$ cat config.mk
export PLATFORM = sky130hd
export DESIGN_NAME = fetch_prefetch_flat
export DESIGN_NICKNAME = d
export VERILOG_FILES = /design/src/rtl/fetch_pkg.sv /design/src/rtl/fetch_prefetch_if.sv /design/src/rtl/fetch_fifo2.sv /design/src/rtl/fetch_prefetch.sv /design/src/flat_wrapper.sv
export SDC_FILE = /design/constraint.sdc
export NUM_CORES = 1
export LEC_CHECK = 0
export BUFFER_PORTS_ARGS = -buffer_cell sky130_fd_sc_hd__buf_2
export CAP_MARGIN = 20
export CORE_UTILIZATION = 49
export CTS_CLUSTER_SIZE = 40
export DETAILED_ROUTE_END_ITERATION = 8
export PLACE_DENSITY_LB_ADDON = 0.2
export SETUP_SLACK_MARGIN = 0.2
export SYNTH_ARGS = -nofsm -noshare
export SYNTH_HDL_FRONTEND = slang
export SYNTH_SLANG_ARGS = --single-unit
export TNS_END_PERCENT = 1
$ cat constraint.sdc
create_clock -name clk -period 3.7 [get_ports clk]
set_input_delay 0.555 -clock clk [delete_from_list [all_inputs] [get_ports clk]]
set_output_delay 0.555 -clock clk [all_outputs]
set_load 0.02 [all_outputs]
$ cat src/rtl/fetch_pkg.sv
// -----------------------------------------------------------------------------
// fetch_pkg
// Shared definitions for the instruction-fetch front end: default datapath
// width and reset PC, the canonical NOP encoding presented to decode when no
// instruction is available, and the {pc, instr} record held in the prefetch
// buffer.
// -----------------------------------------------------------------------------
package fetch_pkg;

    localparam int          XLEN      = 32;
    localparam logic [31:0] RESET_PC  = 32'h0000_0000;
    localparam logic [31:0] NOP_INSTR = 32'h0000_0013;  // addi x0, x0, 0

    typedef struct packed {
        logic [XLEN-1:0] pc;
        logic [31:0]     instr;
    } fetch_entry_t;

endpackage

$ cat src/rtl/fetch_prefetch_if.sv
// -----------------------------------------------------------------------------
// fetch_prefetch_if
// Bundles the fetch unit's external signals:
//   imem_req / imem_addr / imem_rdata : synchronous instruction-memory read port
//   br_taken / br_target              : redirect from execute
//   id_valid / id_ready / id_pc / id_instr : head of prefetch buffer to decode
//   pc_out                            : current fetch PC
// Modports:
//   master : the fetch unit
//   slave  : its environment (memory, execute, decode)
// -----------------------------------------------------------------------------
interface fetch_prefetch_if #(
    parameter int XLEN    = 32,
    parameter int IMEM_AW = 10
);

    logic               imem_req;
    logic [IMEM_AW-1:0] imem_addr;
    logic [31:0]        imem_rdata;

    logic               br_taken;
    logic [XLEN-1:0]    br_target;

    logic               id_valid;
    logic               id_ready;
    logic [XLEN-1:0]    id_pc;
    logic [31:0]        id_instr;

    logic [XLEN-1:0]    pc_out;

    modport master (
        output imem_req, imem_addr,
        input  imem_rdata,
        input  br_taken, br_target,
        output id_valid,
        input  id_ready,
        output id_pc, id_instr, pc_out
    );

    modport slave (
        input  imem_req, imem_addr,
        output imem_rdata,
        output br_taken, br_target,
        input  id_valid,
        output id_ready,
        input  id_pc, id_instr, pc_out
    );

endinterface

$ cat src/rtl/fetch_fifo2.sv
// -----------------------------------------------------------------------------
// fetch_fifo2
// Two-entry FIFO of fetch_entry_t used as the prefetch buffer.
// Ports:
//   clk, rst   : clock, asynchronous active-high reset
//   push       : write push_data at the tail this cycle
//   pop        : drop the head this cycle (ignored when empty)
//   flush      : discard all entries; overrides push and pop
//   push_data  : entry to write
//   head       : oldest entry (meaningful only when count != 0)
//   count      : number of valid entries, 0..2
// -----------------------------------------------------------------------------
module fetch_fifo2
    import fetch_pkg::*;
(
    input  logic         clk,
    input  logic         rst,
    input  logic         push,
    input  logic         pop,
    input  logic         flush,
    input  fetch_entry_t push_data,
    output fetch_entry_t head,
    output logic [1:0]   count
);

    fetch_entry_t slots [2];
    logic         rd_ptr;
    logic         wr_ptr;
    logic         do_pop;
    logic         do_push;

    always_comb begin
        do_pop  = pop & (count != 2'd0);
        do_push = push & ~flush;
    end

    // NOTE: the storage array has no reset; an entry is only visible through
    // head once count says it was written, so resetting it buys nothing.
    always_ff @(posedge clk) begin
        if (do_push) begin
            slots[wr_ptr] <= push_data;
        end
    end

    always_ff @(posedge clk or posedge rst) begin
        if (rst) begin
            rd_ptr <= 1'b0;
            wr_ptr <= 1'b0;
            count  <= 2'd0;
        end else if (flush) begin
            rd_ptr <= 1'b0;
            wr_ptr <= 1'b0;
            count  <= 2'd0;
        end else begin
            if (do_push) wr_ptr <= ~wr_ptr;
            if (do_pop)  rd_ptr <= ~rd_ptr;
            count <= count + {1'b0, do_push} - {1'b0, do_pop};
        end
    end

    assign head = slots[rd_ptr];

    // The issue rule upstream keeps at most two entries owed to this buffer.
    a_no_overflow : assert property (
        @(posedge clk) disable iff (rst) !(do_push && count == 2'd2)
    );

endmodule

$ cat src/rtl/fetch_prefetch.sv
// -----------------------------------------------------------------------------
// fetch_prefetch
// Instruction-fetch front end. Owns the PC, issues one-word reads to the
// synchronous instruction memory, buffers returned words in a 2-entry
// prefetch FIFO and presents the head {pc, instr} to decode with valid/ready.
// A taken-branch redirect reloads the PC and discards everything fetched but
// not yet consumed, including a response still in flight.
// Ports:
//   clk, rst : clock, asynchronous active-high reset
//   bus      : fetch_prefetch_if.master (imem port, redirect, decode handshake,
//              pc_out)
// -----------------------------------------------------------------------------
module fetch_prefetch #(
    parameter int              XLEN     = fetch_pkg::XLEN,
    parameter int              IMEM_AW  = 10,
    parameter logic [XLEN-1:0] RESET_PC = fetch_pkg::RESET_PC
) (
    input  logic              clk,
    input  logic              rst,
    fetch_prefetch_if.master  bus
);

    import fetch_pkg::*;

    logic [XLEN-1:0] pc;        // next address to request
    logic [XLEN-1:0] req_pc;    // address of the outstanding request
    logic            inflight;  // a response arrives on imem_rdata this cycle
    logic [1:0]      count;
    logic [2:0]      occupancy;
    logic            id_valid;
    logic            pop;
    logic            push;
    logic            issue;
    fetch_entry_t    push_entry;
    fetch_entry_t    head;

    // NOTE: every signal in this block is assigned on every path, so no
    // latch can be inferred.
    always_comb begin
        id_valid   = (count != 2'd0);
        pop        = id_valid & bus.id_ready;
        // Entries owed to the buffer after this cycle; a pop implies count >= 1,
        // so this never underflows.
        occupancy  = {1'b0, count} + {2'b00, inflight} - {2'b00, pop};
        issue      = ~rst & ~bus.br_taken & (occupancy < 3'd2);
        // A redirect drops the response that lands in the same cycle.
        push       = inflight & ~bus.br_taken;
        push_entry = '{pc: req_pc, instr: bus.imem_rdata};
    end

    // NOTE: sequential state uses non-blocking assignments so every register
    // samples pre-edge values regardless of block ordering.
    always_ff @(posedge clk or posedge rst) begin
        if (rst) begin
            pc       <= RESET_PC;
            req_pc   <= RESET_PC;
            inflight <= 1'b0;
        end else if (bus.br_taken) begin
            pc       <= {bus.br_target[XLEN-1:2], 2'b00};
            inflight <= 1'b0;
        end else begin
            inflight <= issue;
            if (issue) begin
                pc     <= pc + XLEN'(4);
                req_pc <= pc;
            end
        end
    end

    fetch_fifo2 u_fifo (
        .clk       (clk),
        .rst       (rst),
        .push      (push),
        .pop       (pop),
        .flush     (bus.br_taken),
        .push_data (push_entry),
        .head      (head),
        .count     (count)
    );

    assign bus.imem_req  = issue;
    assign bus.imem_addr = pc[IMEM_AW+1:2];
    assign bus.id_valid  = id_valid;
    assign bus.id_pc     = id_valid ? head.pc : '0;
    assign bus.id_instr  = id_valid ? head.instr : NOP_INSTR;
    assign bus.pc_out    = pc;

endmodule

$ cat src/flat_wrapper.sv
// flat-port wrapper written by rule: the top's interface ports become plain ports
module fetch_prefetch_flat import fetch_pkg::*;
#(
    parameter int              XLEN     = fetch_pkg::XLEN,
    parameter int              IMEM_AW  = 10,
    parameter logic [XLEN-1:0] RESET_PC = fetch_pkg::RESET_PC
)
  (clk, rst, bus_imem_req, bus_imem_addr, bus_imem_rdata, bus_br_taken, bus_br_target, bus_id_valid, bus_id_ready, bus_id_pc, bus_id_instr, bus_pc_out);
  fetch_prefetch_if #(.XLEN(XLEN), .IMEM_AW(IMEM_AW)) bus_i ();
  input  logic clk;
  input  logic rst;
  output wire logic [$bits(bus_i.imem_req)-1:0] bus_imem_req;
  output wire logic [$bits(bus_i.imem_addr)-1:0] bus_imem_addr;
  input wire logic [$bits(bus_i.imem_rdata)-1:0] bus_imem_rdata;
  input wire logic [$bits(bus_i.br_taken)-1:0] bus_br_taken;
  input wire logic [$bits(bus_i.br_target)-1:0] bus_br_target;
  output wire logic [$bits(bus_i.id_valid)-1:0] bus_id_valid;
  input wire logic [$bits(bus_i.id_ready)-1:0] bus_id_ready;
  output wire logic [$bits(bus_i.id_pc)-1:0] bus_id_pc;
  output wire logic [$bits(bus_i.id_instr)-1:0] bus_id_instr;
  output wire logic [$bits(bus_i.pc_out)-1:0] bus_pc_out;
  assign bus_imem_req = bus_i.imem_req;
  assign bus_imem_addr = bus_i.imem_addr;
  assign bus_i.imem_rdata = bus_imem_rdata;
  assign bus_i.br_taken = bus_br_taken;
  assign bus_i.br_target = bus_br_target;
  assign bus_id_valid = bus_i.id_valid;
  assign bus_i.id_ready = bus_id_ready;
  assign bus_id_pc = bus_i.id_pc;
  assign bus_id_instr = bus_i.id_instr;
  assign bus_pc_out = bus_i.pc_out;
  fetch_prefetch #(.XLEN(XLEN), .IMEM_AW(IMEM_AW), .RESET_PC(RESET_PC)) u_core (.clk(clk), .rst(rst), .bus(bus_i));
endmodule
# After elaboration in Yosys (flattened, before gate mapping)
# Memory sizes are Yosys's and may differ from the RTL's.
# Index checks and enable logic that the tools add are counted.
[word_totals]
elab_cells = 40
mem_count = 1
output_inout_bits = 108
inputBits = 68
reg_bits = 69
ram_bits = 128
[memory_table]
columns = ["name", "words", "word_bits", "read_ports", "rd_clocked_by_memory_dff", "wr", "line", "text"]
rows = [
  ["u_core.u_fifo.slots", 2, 64, 1, 0, 1, "fetch_fifo2.sv:26", "fetch_entry_t slots [2];"],
]
[classes]
bitwise = 10
add_sub_neg = 5
mux = 12
magnitude_cmp = 1
n_reduce_logical = 5
[op_table]
columns = ["cell", "count"]
rows = [
  ["$mux W32", 4],
  ["$add A32 B3 Y32 const B", 1],
  ["$reduce_bool A2 Y1", 4],
  ["$mux W1", 7],
  ["$and A1 B1 Y1", 6],
  ["$not A1 Y1", 4],
  ["$add A2 B1 Y3", 1],
  ["$lt A3 B2 Y1 const B", 1],
  ["$sub A3 B1 Y3", 1],
  ["$add A2 B1 Y2", 1],
  ["$mux W2", 1],
  ["$reduce_and A2 Y1", 1],
  ["$sub A2 B1 Y2", 1],
]

# Depth between registers and ports, before layout
[logic_depth]
word_depth = 7
depth_mapped = 14

# Cells and area by module
# From an unflattened synthesis, not the netlist that was laid out.
[unflattened]
hier_cells = 634
hier_area_um2 = 8338.0
[by_module_without_submodules]
columns = ["module", "seq_area_each_um2", "area_per_inst_um2", "instances", "cells_each"]
rows = [
  ["fetch_fifo2", 3943.8, 4854.7, 1, 220],
  ["fetch_prefetch", 1526.5, 3483.3, 1, 414],
]

# Worst setup path after synthesis
# No wires, ideal clock.
[synth_path]
path_kind = "in2reg"
start = "in bus_br_taken"
end = "mem u_core.u_fifo.slots[0][0] (netlist bit), enable pin"
setup_ns = 0.482
slack_ns = -0.472
t_arrival_ns = 3.690
stages = 4
t_required_ns = 3.218
cell_sequence = "buf_2 buf_1 nand2b_1 nor2_1"
[synth_between]
elab_chain_cells = 5
[synth_rtl]
columns = ["element", "line", "text"]
rows = [
  ["from (decl)", "flat_wrapper.sv:15", "input wire logic [$bits(bus_i.br_taken)-1:0] bus_br_taken;"],
  ["$not A1 Y1 (no line) (*)", "--", ""],
  ["$and A1 B1 Y1", "fetch_prefetch.sv:47", "push = inflight & ~bus.br_taken;"],
  ["$and A1 B1 Y1 (*)", "fetch_fifo2.sv:34", "do_push = push & ~flush;"],
  ["$mux W1 (*)", "fetch_fifo2.sv:40", "if (do_push) begin"],
  ["$mux W1 (not written as such) (*)", "fetch_fifo2.sv:41", "slots[wr_ptr] <= push_data;"],
  ["to (decl)", "fetch_fifo2.sv:26", ""],
]
# Every way passes the cells marked *; elsewhere a longest branch is shown, timed or not.

# Worst setup path after layout
[layout_path]
start = "reg u_core.u_fifo.count[1]"
end = "out bus_imem_req"
[layout_between]
elab_chain_cells = 5
[layout_rtl]
columns = ["element", "line", "text"]
rows = [
  ["from (decl)", "fetch_fifo2.sv:23", "output logic [1:0] count"],
  ["from (signal assigned)", "fetch_fifo2.sv:57", "count <= count + {1'b0, do_push} - {1'b0, do_pop};"],
  ["branches (longest 2 deep; another with $add A2 B1 Y3)", "--", ""],
  ["$sub A3 B1 Y3 (*)", "fetch_prefetch.sv:44", "occupancy = {1'b0, count} + {2'b00, inflight} - {2'b00, pop};"],
  ["$lt A3 B2 Y1 (*)", "fetch_prefetch.sv:45", "issue = ~rst & ~bus.br_taken & (occupancy < 3'd2);"],
  ["$and A1 B1 Y1 (*)", "fetch_prefetch.sv:45", ""],
  ["to (decl)", "flat_wrapper.sv:12", "output wire logic [$bits(bus_i.imem_req)-1:0] bus_imem_req;"],
]
# Mark *: on every way between the ends.

==> results.ini <==
[floorplanning]
initial_core_util_pct=50.5
num_rows=46
num_io_pins=176
dieArea_sq_um=17000
die_w_microns=130
chipHeight_microns=130
coreArea_sq_um=15900

[global_routing]
antenna_found_initial=1
grt_pass1_vias=5286
grt_max_degree=60
grt.overflow.total=0
grt_use_total_pct=20.7
grt_pass1_wl_microns=26400

[critical_path]
crit_fanout=5
crit_type=flop to output port
end_kind=output port
critPathArrivalTime_ns=2.90
r2r_start=u_core.u_fifo.count[1]
start_kind=flop
rrSetupSlack_ns=0.32
rr_endpoint=u_core.bus.pc_out[25]
reg2reg_depth=13
cp.required_ns=3.14

[sta]
fin_crit_ns=3.46
rsz0062_at_grt=true
worst_pin_slew_ns=0.940
skew_ns=0.00981
fin_crit_sh_pct=93.5
hold_viol_final=0
report.final.slew_viol_count=0
slew_headroom_pct=37.1
setup_ws_ns=0.241
finalSetupViolations=0
max_freq_mhz=289

[logic_synthesis]
synth_area_leaders=edfxtp_1 46%, dfrtp_1 20%, mux2i_1 8.0%
seq_area_frac_synth_pct=66.4
yosys.area.top_type_share_pct=46.2
synth.largest_area_cell=edfxtp_1
synth_seq_cells=189
ys_warn_count=0
synth-edff-count=124
synthTopCellsByCount=127 x nand2_1, 124 x edfxtp_1, 77 x nor2_1
synth_ff_type=edfxtp_1
syn_area_sq_um=8060
synth_most_common_cell=nand2_1
avgSynthCellArea_sq_um=12.2
synthesis.instances=659
synth.distinct_cells=49
async_flop_share_pct=34.4

[place]
gp_congestion=0.844
place_ws_ns=0.183
dpl.hpwl_microns=11500
placedCellCount=1014
io_buffers=169

[final_layout]
drive_gt1_share_pct=27.9
syn_to_final_growth_pct=20.8
n_antenna_cell=0
fin_cells=1049
nFillCells=1339
layout.nets=893

[clock_network]
cts.clk_slew.worst_paths_ns=0.07
clock_path_buffers=2
cts.sinks=189
ctsHtreeMaxLevel=4
clock_latency_ns=0.43
cts_root_buffer=clkbuf_16
cts_buffers=17
cts_tree=done

[min_path]
hold_class=input port to asynchronous set/reset pin

[flow_run]
drv_cap=0

[power]
peakVddDrop_mv=0.424
powerDensity_nw_per_um2=723
total_power_mw=7.03
leakagePower_nw=4.03

[routing]
vias=5558
route.detailed.drc=0
viasPerCell=5.30
postRouteAntennaNets=0
drt_iter0_drc=268
routed_wl_microns=17200
wire_per_inst_microns=16.4
first_pass_iters=5

[status]
outcome=complete, no violations

[worst max path at each step]
stage,to,cells past startpoint,slack [ns],start
5_1_grt,u_core.bus.pc_out[30],14,0.13,u_core.u_fifo.count[1]
3_5_place_dp,u_core.bus.pc_out[2],13,0.18,u_core.u_fifo.count[1]
6_report,bus_imem_req,10,0.24,u_core.u_fifo.count[1]
3_3_place_gp,u_core.bus.pc_out[2],13,0.25,u_core.u_fifo.count[1]
2_1_floorplan,u_core.u_fifo.slots[0][0],4,-0.47,bus_br_taken
4_1_cts,bus_imem_req,10,0.22,u_core.u_fifo.count[1]
[registers in the layout (all words and copies together), names as in the netlist]
| signal | flops |
|---|---|
| u_core.u_fifo.wr_ptr | 1 |
| u_core.u_fifo.rd_ptr | 1 |
| u_core.bus.pc_out | 30 |
| u_core.req_pc | 30 |
| u_core.u_fifo.count | 2 |
| u_core.inflight | 1 |
| u_core.u_fifo.slots | 124 |
[area by class of cell]
cell class,instances,area (sq um),share of cell area (%)
multi-input combinational,413,2430,25.0
tap,216,270,2.78
timing repair buffer,186,1000,10.3
inverter,13,48.8,0.502
sequential,189,5360,55.1
clock inverter,14,169,1.74
clock buffer,18,450,4.63
[metrics by stage]
stage          hold slack, ns  TNS, ns  instance area [sq um]  utilization [%]
2_1_floorplan           0.442   -58.51                   8070                -
3_3_place_gp            0.451        0                   9070             56.9
3_5_place_dp            0.457        0                   9070             56.9
4_1_cts                 0.254        0                   9720             61.0
5_1_grt                 0.273        0                   9730             61.0
6_report                0.237        0                   9730             61.0
[kinds of logic (layout without fill, tap and decap cells)]
kind of cell,Yosys count,in the layout,share of synthesized area (%)
multiplexers,64,64,7.95
flip-flops,189,189,66.4
buffers and inverters,60,231,3.91
XOR/XNOR,6,6,0.652
AND/OR/NAND/NOR,273,273,14.9
adder cells (fa/ha/maj),5,5,0.870
other,1,4,0.0466
AO/OA/AOI/OAI,61,61,5.28
[layer usage]
layer	vias to the layer above	routed length, microns	global-route usage (%)
met5	-	13	0
met4	2	203	6.98
met3	18	1250	4.88
met2	200	8370	34.4
met1	2679	7340	26.7
li1	2659	-	-
[layout by cell type, fill, tap and decap left out, types with 3 or more instances in the layout]
cell	instances
dfrtp_1	63
nand3_1	18
nor2_1	74
nand2b_1	6
inv_6	4
edfxtp_1	124
o21ai_0	15
ha_1	4
nor3_1	9
buf_4	15
nor2b_1	3
clkbuf_16	18
inv_8	3
nor2_4	3
a31oi_1	4
nor3b_1	3
buf_2	168
o211ai_1	5
clkinvlp_4	3
nor4_1	3
inv_2	3
conb_1	4
xnor2_1	4
a221o_1	6
mux2i_1	64
or4_1	4
nand2_1	127
a21oi_1	8
inv_1	10
o311ai_0	4
a22oi_1	3
nand4_1	11
o21bai_1	6
[critical path, cell delays in order (launching register included)]
cell and delay (ns):
dfrtp_2 0.43, nor2_4 0.12, inv_2 0.07, and2_4 0.17, ha_1 0.26, nand2b_1 0.16, fa_2 0.34, xor2_1 0.14
or4b_4 0.57, inv_1 0.08, buf_4 0.13
[report_power, final]
group          leakage (nW)  total [mW]  internal, mW  switching, mW
registers              1.94        3.16          2.75          0.404
logic                  1.79        2.00         0.733           1.26
clock network         0.295        1.88          1.06          0.817
total                  4.03        7.03          4.55           2.48
[timing repair]
item                                   CTS  global route
hold buffers                             0             0
pin swaps                                1             0
buffers inserted                         3             0
resized for setup                        5             1
setup endpoints to repair                3            16
endpoints found under the hold margin    0             0
No activity file was read; power rests on OpenSTA's default activity.
